<file path="config.mk">
export PLATFORM = sky130hd
export DESIGN_NAME = instruction_fetch_stage
export DESIGN_NICKNAME = d
export VERILOG_FILES = /design/src/rtl/instruction_fetch_stage.sv
export SDC_FILE = /design/constraint.sdc
export NUM_CORES = 1
export LEC_CHECK = 0
export ABC_AREA = 1
export CAP_MARGIN = 5
export CORE_MARGIN = 4
export CORE_UTILIZATION = 25
export DETAILED_ROUTE_END_ITERATION = 10
export GPL_TIMING_DRIVEN = 0
export PLACE_DENSITY_LB_ADDON = 0.05
export REMOVE_ABC_BUFFERS = 1
export SYNTH_ARGS = -nofsm -noshare
export SYNTH_HDL_FRONTEND = slang
export SYNTH_SLANG_ARGS = --single-unit
</file>
<file path="constraint.sdc">
create_clock -name CLK -period 3.3 [get_ports CLK]
set_input_delay 0.66 -clock CLK [delete_from_list [all_inputs] [get_ports CLK]]
set_output_delay 0.66 -clock CLK [all_outputs]
set_load 0.01 [all_outputs]
</file>
<file path="src/rtl/instruction_fetch_stage.sv">
// RV32I fetch stage: owns the PC, talks to instruction memory over a valid/ready
// handshake, and drives the IF/ID pipeline register for decode.
module instruction_fetch_stage #(
    parameter int                     WORD_LENGTH        = 32,
    parameter int                     ADDRESS_PORT_WIDTH = 5,
    parameter int                     OPCODE_SIZE        = 7,
    parameter logic [WORD_LENGTH-1:0] RESET_PC           = 32'h0000_0000
) (
    input  logic                          CLK,
    input  logic                          Reset,
    input  logic                          EN,
    input  logic                          HazardDetected,
    input  logic                          BranchTaken,
    input  logic                          Jump,
    input  logic                          JumpReg,
    input  logic [WORD_LENGTH-1:0]        ImmediateOutputforPC,
    input  logic [WORD_LENGTH-1:0]        dataA,
    output logic                          imem_req,
    output logic [WORD_LENGTH-1:0]        imem_addr,
    input  logic                          imem_valid,
    input  logic [WORD_LENGTH-1:0]        imem_rdata,
    output logic [WORD_LENGTH-1:0]        previousPC,
    output logic [WORD_LENGTH-1:0]        ReadInstruction,
    output logic [OPCODE_SIZE-1:0]        prevOpcode,
    output logic [ADDRESS_PORT_WIDTH-1:0] prevReadReg1,
    output logic [ADDRESS_PORT_WIDTH-1:0] prevReadReg2,
    output logic                          IF_ID_Valid
);

    localparam logic [WORD_LENGTH-1:0] NOP_INSTR = WORD_LENGTH'(32'h0000_0013);
    localparam logic [WORD_LENGTH-1:0] PC_STEP   = WORD_LENGTH'(4);

    typedef enum logic [1:0] {
        S_REQ  = 2'd0,
        S_KILL = 2'd1,
        S_HOLD = 2'd2
    } fetch_state_t;

    fetch_state_t           state;
    logic [WORD_LENGTH-1:0] pc;
    logic [WORD_LENGTH-1:0] pend_pc;
    logic [WORD_LENGTH-1:0] hold_buf;

    logic                   stall;
    logic                   redirect;
    logic                   transfer;
    logic [WORD_LENGTH-1:0] target_base;
    logic [WORD_LENGTH-1:0] target_sum;
    logic [WORD_LENGTH-1:0] target;

    logic                   ifid_load;
    logic [WORD_LENGTH-1:0] ifid_pc;
    logic [WORD_LENGTH-1:0] ifid_word;
    logic                   ifid_valid;

    // Redirects are suppressed while stalled because ID operands are not yet valid.
    assign stall     = HazardDetected || !EN;
    assign redirect  = (BranchTaken || Jump || JumpReg) && !stall;
    assign imem_req  = (state != S_HOLD);
    assign imem_addr = pc;
    assign transfer  = imem_req && imem_valid;

    // Clearing [1:0] covers both the JALR bit-0 clear and the forced word alignment.
    assign target_base = JumpReg ? dataA : previousPC;
    assign target_sum  = target_base + ImmediateOutputforPC;
    assign target      = {target_sum[WORD_LENGTH-1:2], 2'b00};

    always_comb begin
        ifid_load  = 1'b0;
        ifid_pc    = previousPC;
        ifid_word  = NOP_INSTR;
        ifid_valid = 1'b0;
        unique case (state)
            S_REQ: begin
                if (redirect) begin
                    ifid_load = 1'b1;
                end else if (!stall) begin
                    ifid_load = 1'b1;
                    if (transfer) begin
                        ifid_pc    = pc;
                        ifid_word  = imem_rdata;
                        ifid_valid = 1'b1;
                    end
                end
            end
            S_HOLD: begin
                if (redirect) begin
                    ifid_load = 1'b1;
                end else if (!stall) begin
                    ifid_load  = 1'b1;
                    ifid_pc    = pc;
                    ifid_word  = hold_buf;
                    ifid_valid = 1'b1;
                end
            end
            default: begin
                ifid_load = 1'b0;
            end
        endcase
    end

    // S_KILL keeps requesting the abandoned address so the single outstanding
    // response is consumed and dropped before the new PC is issued.
    always_ff @(posedge CLK) begin
        if (Reset) begin
            state           <= S_REQ;
            pc              <= RESET_PC;
            pend_pc         <= RESET_PC;
            hold_buf        <= '0;
            previousPC      <= '0;
            ReadInstruction <= NOP_INSTR;
            prevOpcode      <= NOP_INSTR[OPCODE_SIZE-1:0];
            prevReadReg1    <= '0;
            prevReadReg2    <= '0;
            IF_ID_Valid     <= 1'b0;
        end else begin
            unique case (state)
                S_REQ: begin
                    if (transfer) begin
                        if (redirect) begin
                            pc <= target;
                        end else if (stall) begin
                            hold_buf <= imem_rdata;
                            state    <= S_HOLD;
                        end else begin
                            pc <= pc + PC_STEP;
                        end
                    end else if (redirect) begin
                        pend_pc <= target;
                        state   <= S_KILL;
                    end
                end
                S_KILL: begin
                    if (transfer) begin
                        pc    <= redirect ? target : pend_pc;
                        state <= S_REQ;
                    end else if (redirect) begin
                        pend_pc <= target;
                    end
                end
                S_HOLD: begin
                    if (redirect) begin
                        hold_buf <= '0;
                        pc       <= target;
                        state    <= S_REQ;
                    end else if (!stall) begin
                        pc    <= pc + PC_STEP;
                        state <= S_REQ;
                    end
                end
                default: begin
                    state <= S_REQ;
                end
            endcase

            if (ifid_load) begin
                previousPC      <= ifid_pc;
                ReadInstruction <= ifid_word;
                prevOpcode      <= ifid_word[OPCODE_SIZE-1:0];
                prevReadReg1    <= ifid_word[15 +: ADDRESS_PORT_WIDTH];
                prevReadReg2    <= ifid_word[20 +: ADDRESS_PORT_WIDTH];
                IF_ID_Valid     <= ifid_valid;
            end
        end
    end

endmodule
</file>
# After elaboration in Yosys (flattened, before gate mapping)
# Cells that the tools add are included.
[classes]
reduce_logical = 17
eq_ne = 15
n_bitwise = 1
addsub = 2
n_mux = 40
[ops]
columns = ["operator", "count"]
rows = [
  ["$mux 32", 20],
  ["$pmux 32 s2", 3],
  ["$pmux 32 s3", 1],
  ["$add 32x3->32 const B", 1],
  ["$add 32x32->32", 1],
  ["$ne 2x2->1 const B", 9],
  ["$mux 2", 7],
  ["$ne 3x3->1 const B", 4],
  ["$reduce_and 5->1", 2],
  ["$mux 1", 7],
  ["$reduce_and 7->1", 1],
  ["$pmux 2 s3", 1],
  ["$reduce_or 2->1", 2],
  ["$logic_or 1x1->1", 3],
  ["$reduce_and 3->1", 1],
  ["$reduce_bool 3->1", 1],
  ["$eq 2x1->1 const B", 1],
  ["$eq 2x2->1 const B", 1],
  ["$logic_and 1x1->1", 2],
  ["$logic_not 1->1", 2],
  ["$logic_not 2->1", 1],
  ["$pmux 1 s2", 1],
  ["$reduce_and 2->1", 1],
  ["$reduce_bool 2->1", 1],
  ["$not 1->1", 1],
]
[word_totals]
out_inout_bits = 115
word_cells = 85
regBits = 180

# Longest topological paths before layout
# Gate-level depths: netlist of the first run.
[logic_depth]
depth_word = 7
ltp_mapped = 21

# Worst setup path after synthesis of the first run
# Ideal clock, no wire load.
[synth_path]
path_type = "input port to flip-flop"
start = "input port JumpReg"
end = "register pend_pc[14]"
t_arrival_ns = 2.420
path_stages = 15
setup_time_ns = 0.132
setup_slack_ns = 0.748
path_buffers = 2
cell_sequence = "buf_4 > inv_4 > clkbuf_1 > nand2_1 > nand2_1 > ha_1 > a21oi_1 > o21ai_0 > inv_1 > nand2_1 > nand2_1 > nand2_1 > or2_2 > nand4_1 > a21oi_1"
[synth_via]
elab_chain_cells = 3
word_cells_on_any_way = 5
classes_between = "1 x add/sub; 2 x mux; 2 x reduce/logical"
[synth_lines]
columns = ["element", "line", "rtl"]
rows = [
  ["start, declared", "15", "input logic JumpReg,"],
  ["$mux 32 / $logic_or 1x1->1 (equally long branches)", "64, 58", ""],
  ["$add 32x32->32 / $logic_and 1x1->1 (equally long branches)", "65, 58", ""],
  ["$mux 32 *", "128, 137", ""],
  ["end signal, assigned", "129", "pend_pc <= target;"],
  ["end signal, assigned", "138", "pend_pc <= target;"],
  ["end, declared", "41", "logic [WORD_LENGTH-1:0] pend_pc;"],
]
# Mark *: on every way between the ends. The rest lies on a longest branch, timed or not.
# A chain may end at the register's enable or synchronous reset.

# Worst setup path in the final report of the first run
[layout_path]
start = "input port EN"
end = "register previousPC[3]"
[layout_via]
elab_chain_cells = 7
word_cells_on_any_way = 12
classes_between = "4 x eq/ne; 3 x mux; 5 x reduce/logical"
[layout_lines]
columns = ["element", "line", "rtl"]
rows = [
  ["start, declared", "11", "input logic EN,"],
  ["$logic_not 1->1 *", "57", "assign stall = HazardDetected || !EN;"],
  ["$logic_or 1x1->1 *", "57", ""],
  ["$logic_not 1->1", "-", ""],
  ["$logic_and 1x1->1", "58", "assign redirect = (BranchTaken || Jump || JumpReg) && !stall;"],
  ["$mux 1", "87", "if (redirect) begin"],
  ["$mux 1", "-", ""],
  ["$reduce_and 7->1 (no line) *", "-", ""],
  ["end signal, assigned", "157", "previousPC <= ifid_pc;"],
  ["end, declared", "22", "output logic [WORD_LENGTH-1:0] previousPC,"],
]
# Marked as above.

==> impl_metrics.tcl, run 1 <==
set metrics [dict create \
    drv_cap 0 \
    synth_top_family_by_area "simple AND/OR/NAND/NOR gates" \
    power_density_nw_per_um2 409.9 \
    routedWlPerCell_um 20.02 \
    cts_buffers 17 \
    synth_mux_area_share_pct 0 \
    grt_max_degree 76 \
    area_delta_synth_final_pct 30.38 \
    synth_compound_area_share_pct 21.05 \
    die_h_um 210.6 \
    globalplace.congestion 0.8885 \
    grt_antenna_before_repair 0 \
    drive_above_1_share_pct 6.678 \
    grt_overflow 0 \
    fill_cells 4479 \
    relSlewSlack_pct 39.39 \
    root_buffer "clkbuf_16" \
    finalHoldViolations 0 \
    postCtsHoldBufs 0 \
    final.setup.tns_ns 0 \
    ys_seq_area_share_pct 31.79 \
    final_cell_count_no_fill 2277 \
    die_w_um 210.6 \
    drt_iter0_markers 624 \
    io_pins 219 \
    critPathMaxFanout 53 \
    skew_ns 0.008964 \
    async_flop_share_pct 0 \
    fin_crit_ns 3.029 \
    synthFlopType "dfxtp_1" \
    slew_violations 0 \
    start_util_pct 25.54 \
    max_freq_mhz 330.2 \
    setup_slack_ns 0.2714 \
    drtPass1Iterations 5 \
    synth-adder-area-share_pct 3.778 \
    whs_ns 0.4531 \
    n_antenna_cell 0 \
    synth_xor_area_share_pct 0.8531 \
    ys_types 56 \
    syn_area_per_cell_um2 6.489 \
    insertion_delay_ns 0.45 \
    leakagePower_nw 5.475 \
    grt_usage_pct 19.95 \
    worstHoldPathType "flip-flop to flip-flop" \
    grt_pass1_wl_mm 67.21 \
    core_region_area_um2 40190 \
    fin_nets 1874 \
    setup_viol 0 \
    hpwl_mm 33.09 \
    worstMarginPinSlew_ns 0.9091 \
    crit_arrival_ns 3.36 \
    postSynthCellCount 1582 \
    vias 11052 \
    clockBufferDepth 2 \
    timing.final.crit_share_pct 91.78 \
    path_clk_slew_ns 0.07 \
    rsz0062_at_grt "no" \
    cts_tree "done" \
    synth-edff-count 0 \
    cp.required_ns 3.64 \
    dpl.cell_count 2242 \
    synthSimpleGateAreaFrac_pct 30.73 \
    setup.worst_path.start_class "input pin" \
    vdd_drop_max_mv 0.3880 \
    pre_cts_ws_ns -1.588 \
    io_buffers 218 \
    end_kind "flip-flop" \
    drc 0 \
    cts_sinks 163 \
    crit_type "input pin to flip-flop" \
    fp.dieArea_um2 44370 \
    viasPerCell 4.854 \
    totalWireLength_mm 45.58 \
    final_common_cell "nand2_1" \
    status "finished clean" \
    yosys_warnings 0 \
    grt_pass1_vias 10759 \
    ys_ff_latch 163 \
    final_cell_mix "439 x nand2_1, 216 x clkdlybuf4s50_1, 183 x inv_1" \
    htreeDepth 4 \
    row_count 73 \
    ant_nets 0 \
    syn_area_um2 10270 \
    power_mw 5.486 \
]
[stage by stage]
stage | cell area [um^2] | util, %
2_1_floorplan | 9803 | -
3_3_place_gp | 12640 | 31.46
3_5_place_dp | 12800 | 31.84
4_1_cts | 13380 | 33.30
5_1_grt | 13390 | 33.31
6_report | 13390 | 33.31
[worst max-delay path: stages]
cell,delay (ns)
clkdlybuf4s50_1,0.45
inv_1,0.05
nor2_4,0.22
inv_1,0.07
nor2_1,0.10
inv_1,0.15
nor2_4,0.48
inv_1,0.26
nand2_8,0.35
inv_2,0.31
nor2_1,0.17
nor2_1,0.06
[per-layer routing]
| metal | up-vias | track usage (%) | part of all wire (%) | routed length, um |
|---|---|---|---|---|
| met5 | - | 0 | 0 | 0 |
| met3 | 30 | 3.475 | 4.2 | 1913 |
| li1 | 5540 | - | - | - |
| met2 | 228 | 32.62 | 46 | 21170 |
| met1 | 5254 | 27.71 | 48 | 21890 |
| met4 | 0 | 4.292 | 1.3 | 609 |
[cells in the mapped netlist (all sizes together) (3+ instances only)]
cell    number  area share [%]
o211ai      19             1.4
inv        199             7.3
ha          31             3.8
a221oi       4            0.46
a211oi      32             2.4
nor2       114             4.9
clkbuf      35             1.3
buf         54             3.2
o21a         3            0.22
or2          9            0.55
dfxtp      163              32
o21ai       99             4.9
nor4         4            0.24
a31o        22             1.9
nor3        22             1.3
xor2         8            0.68
nand3b       5            0.37
nand4       30             2.0
a31oi        5            0.30
o21bai       4            0.29
a21oi      164             8.1
a22oi        4            0.29
nand3       92             4.5
nand2      445              17
[final cells by class]
type	instances	area, um^2	area share (%)
Multi-Input combinational cell	1133	5844	43.66
Sequential cell	163	3263	24.38
Timing Repair Buffer	225	2326	17.38
Inverter	199	757.0	5.655
Tap cell	525	656.9	4.907
Clock buffer	21	460.4	3.440
Clock inverter	11	77.57	0.5795
[what timing repair did]
action	4_1_cts	5_1_grt
buffers inserted	1	0
resized for setup	6	1
setup endpoints to repair	121	5
cloned	2	0
pin swaps	2	0
[where the power goes]
group	internal, mW	leakage, nW	switching [mW]
Clock	1.01	0.265	0.915
Sequential	2.09	1.33	0.121
Combinational	0.524	3.88	0.831
[sequential cells by signal (all words and copies together), names as in the netlist]
name and flops:
IF_ID_Valid 1, state 2, pend_pc 32, imem_addr 32, ReadInstruction 32, previousPC 32
hold_buf 32
[kinds of logic (layout without fill, tap and decap cells)]
kind of cell    count (synthesis)  count (layout)
simple gates                  724             725
xor+xnor                       10              10
flops                         163             163
fa+ha+maj                      31              31
buf+inv                       288             456
compound gates                366             367
[path summary, 6_finish.rpt]
kind	startpoint	to	slack (ns)	cells after the start
setup / recovery	EN	previousPC[3]	0.27	12
hold / removal	hold_buf[21]	hold_buf[21]	0.45	2
setup reg to reg	state[1]	previousPC[3]	0.57	9
hold reg to reg	hold_buf[21]	hold_buf[21]	0.45	2
Note: power is estimated with default switching activity, not from simulation.
==> run 2, diff against run 1 <==
Settings changed: CORE_MARGIN 4 to not set, HOLD_SLACK_MARGIN set to 0.05.
==> impl_metrics.tcl, run 2 (synthesis results as in run 1) <==
set metrics [dict create \
    rsz0062_at_grt "no" \
    crit_arrival_ns 3.43 \
    fin_crit_ns 3.091 \
    n_antenna_cell 0 \
    cpMaxStageDelayCell "a21oi_1" \
    final_cell_mix "439 x nand2_1, 216 x clkdlybuf4s50_1, 183 x inv_1" \
    vdd_drop_max_mv 0.3895 \
    vias 11114 \
    grt_pass1_vias 10585 \
    grt_pass1_wl_mm 65.60 \
    io_pins 219 \
    die_h_um 204.6 \
    max_freq_mhz 323.5 \
    drc 0 \
    final.setup.tns_ns 0 \
    critPathLaunch "EN" \
    fin_nets 1873 \
    crit_chain "clkdlybuf4s50_1 > inv_1 > nor2_4 > nand2_2 > a21oi_4 > buf_16 > inv_2 > a21oi_1 > inv_1 > a21oi_1 > nor2_1" \
    totalWireLength_mm 44.21 \
    power_density_nw_per_um2 424.2 \
    row_count 73 \
    cts_buffers 17 \
    cp_slowest_stage_delay_ns 0.52 \
    grt_usage_pct 21.01 \
    multi_input_area_um2 5844 \
    drv_cap 0 \
    clockBufferDepth 2 \
    cp.required_ns 3.64 \
    worstMarginPinSlew_ns 0.8654 \
    finalHoldViolations 0 \
    grt_max_degree 76 \
    end_kind "flip-flop" \
    fill_cells 4410 \
    crit_family "compound AO/OA/AOI/OAI gates" \
    slew_violations 0 \
    crit_type "input pin to flip-flop" \
    setup_viol 0 \
    routedWlPerCell_um 19.43 \
    drive_above_1_share_pct 6.739 \
    io_buffers 218 \
    ant_nets 0 \
    globalplace.congestion 0.9063 \
    status "finished clean" \
    pre_cts_ws_ns -1.496 \
    viasPerCell 4.883 \
    critPathMaxFanout 26 \
    setup_slack_ns 0.2092 \
    crit_buf_inv 5 \
    relSlewSlack_pct 42.22 \
    fin_area_um2 13450 \
    rr_startpoint "state[1]" \
    htreeDepth 4 \
    cts_tree "done" \
    worstHoldPathType "flip-flop to flip-flop" \
    drtPass1Iterations 7 \
    hpwl_mm 32.02 \
    final_common_cell "nand2_1" \
    root_buffer "clkbuf_16" \
    grt_overflow 0 \
    cts_sinks 163 \
    drt_iter0_markers 649 \
    skew_ns 0.01271 \
    grt_antenna_before_repair 0 \
    seqCellArea_um2 3263 \
    whs_ns 0.4525 \
    insertion_delay_ns 0.46 \
    area_delta_synth_final_pct 30.98 \
    fp.dieArea_um2 41880 \
    min_from "hold_buf[31]" \
    path_clk_slew_ns 0.07 \
    start_util_pct 25.60 \
    timing.final.crit_share_pct 93.66 \
    setup.worst_path.start_class "input pin" \
    die_w_um 204.6 \
    core_region_area_um2 40100 \
    placed_cell_area_um2 12800 \
    leakagePower_nw 5.501 \
]
run 2: changes by cell type in the layout (fill, tap and decap cells not counted), sizes merged:
cell	before	now
clkinvlp	2	1
a21oi	165	164
clkbuf	21	18
bufinv	0	2
inv	201	205
clkinv	7	5
run 2: stage by stage:
step / cells / power (mW) / util [%]
2_1_floorplan: 1493 / 2.921 / -
3_3_place_gp: 2236 / 3.563 / 31.53
3_5_place_dp: 2242 / 3.592 / 31.92
4_1_cts: 2276 / 5.773 / 33.51
5_1_grt: 2276 / 5.982 / 33.54
6_report: 2276 / 5.704 / 33.54
run 2: worst paths after layout:
path	to	slack [ns]	cells past startpoint
max reg2reg	previousPC[0]	0.57	9
min	hold_buf[31]	0.45	2
min reg2reg	hold_buf[31]	0.45	2
max	imem_addr[0]	0.21	11
run 2: cell type report:
cell class | count | area share, %
multi-input combinational | 1132 | 43.46
tap | 525 | 4.885
clock inverter | 14 | 1.265
sequential | 163 | 24.27
clock buffer | 18 | 3.192
inverter | 199 | 5.629
timing repair buffer | 225 | 17.30
run 2: tightest hold or removal path: stages, from the launching register on:
cell	delay (ns)
dfxtp_1	0.31
inv_1	0.05
a211oi_1	0.05
run 2: power by group:
part | internal [mW] | total, mW | switching, mW
Clock | 1.14 | 2.15 | 1.01
Combinational | 0.521 | 1.34 | 0.824
Sequential | 2.09 | 2.21 | 0.118
run 2: per-layer routing:
layer  wire (um)  vias up  global-route usage (%)
met5           0        -                       0
met4         775        0                   6.050
met3        1973       32                   3.182
met2       20020      257                   33.19
met1       21450     5281                   29.29
li1            -     5544                       -
run 2: timing repair:
| action | 4_1_cts | 5_1_grt |
|---|---|---|
| pin swaps | 2 | 0 |
| hold buffers | 0 | 0 |
| gates resized for setup | 6 | 3 |
| setup endpoints to repair | 117 | 38 |
| gates cloned | 1 | 0 |
| setup buffers | 1 | 0 |
==> run 3, diff against run 2 <==
Settings changed: CELL_PAD_IN_SITES_DETAIL_PLACEMENT set to 0, CELL_PAD_IN_SITES_GLOBAL_PLACEMENT set to 1, SLEW_MARGIN set to 20.
==> impl_metrics.tcl, run 3 (synthesis results as in run 1) <==
set metrics [dict create \
    drv_cap 0 \
    finalHoldViolations 0 \
    leakagePower_nw 5.589 \
    core_region_area_um2 40100 \
    end_kind "flip-flop" \
    postCtsHoldBufs 0 \
    viasPerCell 4.861 \
    drive_above_1_share_pct 7.330 \
    timing.final.crit_share_pct 92.12 \
    vdd_drop_max_mv 0.3649 \
    die_h_um 204.6 \
    skew_ns 0.007510 \
    final_cell_mix "439 x nand2_1, 216 x clkdlybuf4s50_1, 182 x inv_1" \
    hpwl_mm 32.87 \
    power_density_nw_per_um2 419.8 \
    fp.dieArea_um2 41880 \
    drtPass1Iterations 5 \
    n_antenna_cell 0 \
    switching_share_pct 33.92 \
    grt_overflow 0 \
    die_w_um 204.6 \
    rsz0062_at_grt "no" \
    crit_arrival_ns 3.39 \
    drt_iter0_markers 636 \
    grt_pass1_wl_mm 66.14 \
    globalplace.congestion 0.8841 \
    htreeDepth 4 \
    relSlewSlack_pct 44.52 \
    start_util_pct 25.60 \
    grt_pass1_vias 10733 \
    grt_max_degree 64 \
    slew_violations 0 \
    cp.required_ns 3.65 \
    path_clk_slew_ns 0.07 \
    cts_tree "done" \
    grt_antenna_before_repair 0 \
    setup_viol 0 \
    seqPwrFrac_pct 38.6 \
    crit_type "input pin to flip-flop" \
    fin_crit_ns 3.040 \
    final_common_cell "nand2_1" \
    final_util_pct 34.00 \
    max_freq_mhz 328.9 \
    ff2ff_path_depth 9 \
    root_buffer "clkbuf_16" \
    area_delta_synth_final_pct 32.80 \
    ant_nets 0 \
    worstMarginPinSlew_ns 0.8309 \
    final.setup.tns_ns 0 \
    critPathMaxFanout 26 \
    vias 11108 \
    row_count 73 \
    cts_buffers 17 \
    drc 0 \
    io_buffers 218 \
    whs_path_depth 2 \
    routedWlPerCell_um 19.72 \
    r2r_slack_ns 0.48 \
    insertion_delay_ns 0.45 \
    fin_nets 1882 \
    io_pins 219 \
    p_clk_share_pct 37.2 \
    worstHoldPathType "flip-flop to flip-flop" \
    status "finished clean" \
    rr_startpoint "state[1]" \
    min_from "hold_buf[10]" \
    setup.worst_path.start_class "input pin" \
    totalWireLength_mm 45.07 \
    cts_sinks 163 \
    grt_usage_pct 21.25 \
    internal_power_mw 3.782 \
    hold_end "hold_buf[10]" \
    clockBufferDepth 2 \
    switchingPower_mw 1.941 \
    r2r-end "previousPC[16]" \
    p_comb_share_pct 24.2 \
]
==> run 3: worst max path at each step <==
stage | endpoint | start | slack [ns] | depth (start not counted)
2_1_floorplan | imem_addr[0] | EN | 0.15 | 9
3_3_place_gp | state[1] | Reset | -4.94 | 4
3_5_place_dp | previousPC[16] | JumpReg | -1.03 | 12
4_1_cts | previousPC[16] | JumpReg | 0.11 | 12
5_1_grt | imem_addr[31] | JumpReg | 0.03 | 19
6_report | imem_addr[0] | EN | 0.26 | 12
==> run 3: critical path, stage by stage <==
cell             delay [ns]
clkdlybuf4s50_1        0.45
inv_1                  0.05
nor2_4                 0.24
nand2_4                0.30
a21oi_4                0.30
buf_16                 0.18
buf_16                 0.17
inv_2                  0.21
a21oi_1                0.49
inv_1                  0.12
a21oi_1                0.14
nor2_1                 0.05
==> run 3: layout make-up <==
type / instances / area (um^2)
Tap cell: 525 / 656.9
Multi-Input combinational cell: 1133 / 5869
Timing Repair Buffer: 233 / 2486
Fill cell: 4424 / 26460
Sequential cell: 163 / 3263
Inverter: 199 / 760.7
Clock buffer: 17 / 425.4
Clock inverter: 15 / 171.4
==> run 3: what timing repair did <==
item                                    4_1_cts  5_1_grt
setup buffers                                 3        2
hold endpoints to repair                      0        0
pin swaps                                     3        1
gates cloned                                  1        1
gates resized for setup                       5        3
endpoints found under the setup margin       40        4
==> run 3: through the flow <==
step	cell area [um^2]	std cells	power, mW	worst slack (ns)	hold WS, ns
4_1_cts	13590	2282	5.804	0.1098	0.4547
3_3_place_gp	12640	2236	3.571	-4.938	0.4402
6_report	13630	2285	5.723	0.2600	0.4517
5_1_grt	13630	2285	6.020	0.02668	0.4720
2_1_floorplan	9803	1493	2.921	0.1549	0.4274
3_5_place_dp	12930	2246	3.624	-1.032	0.4416
==> run 3: power by group through the flow <==
stage               Clock (mW)  Sequential (mW)  Combinational (mW)
finish                    2.13             2.21                1.39
global route              2.26             2.23                1.53
CTS                       2.20             2.21                1.39
detailed placement           0             2.26                1.37
global placement             0             2.26                1.31
floorplan                    0             2.24               0.680
==> run 3: routing by layer <==
layer / vias up / global-route usage, % / part of all wire (%)
li1: 5557 / - / -
met2: 258 / 34.31 / 45
met4: 0 / 4.104 / 1.3
met1: 5268 / 29.77 / 49
met3: 25 / 3.150 / 4.2
met5: - / 0 / 0
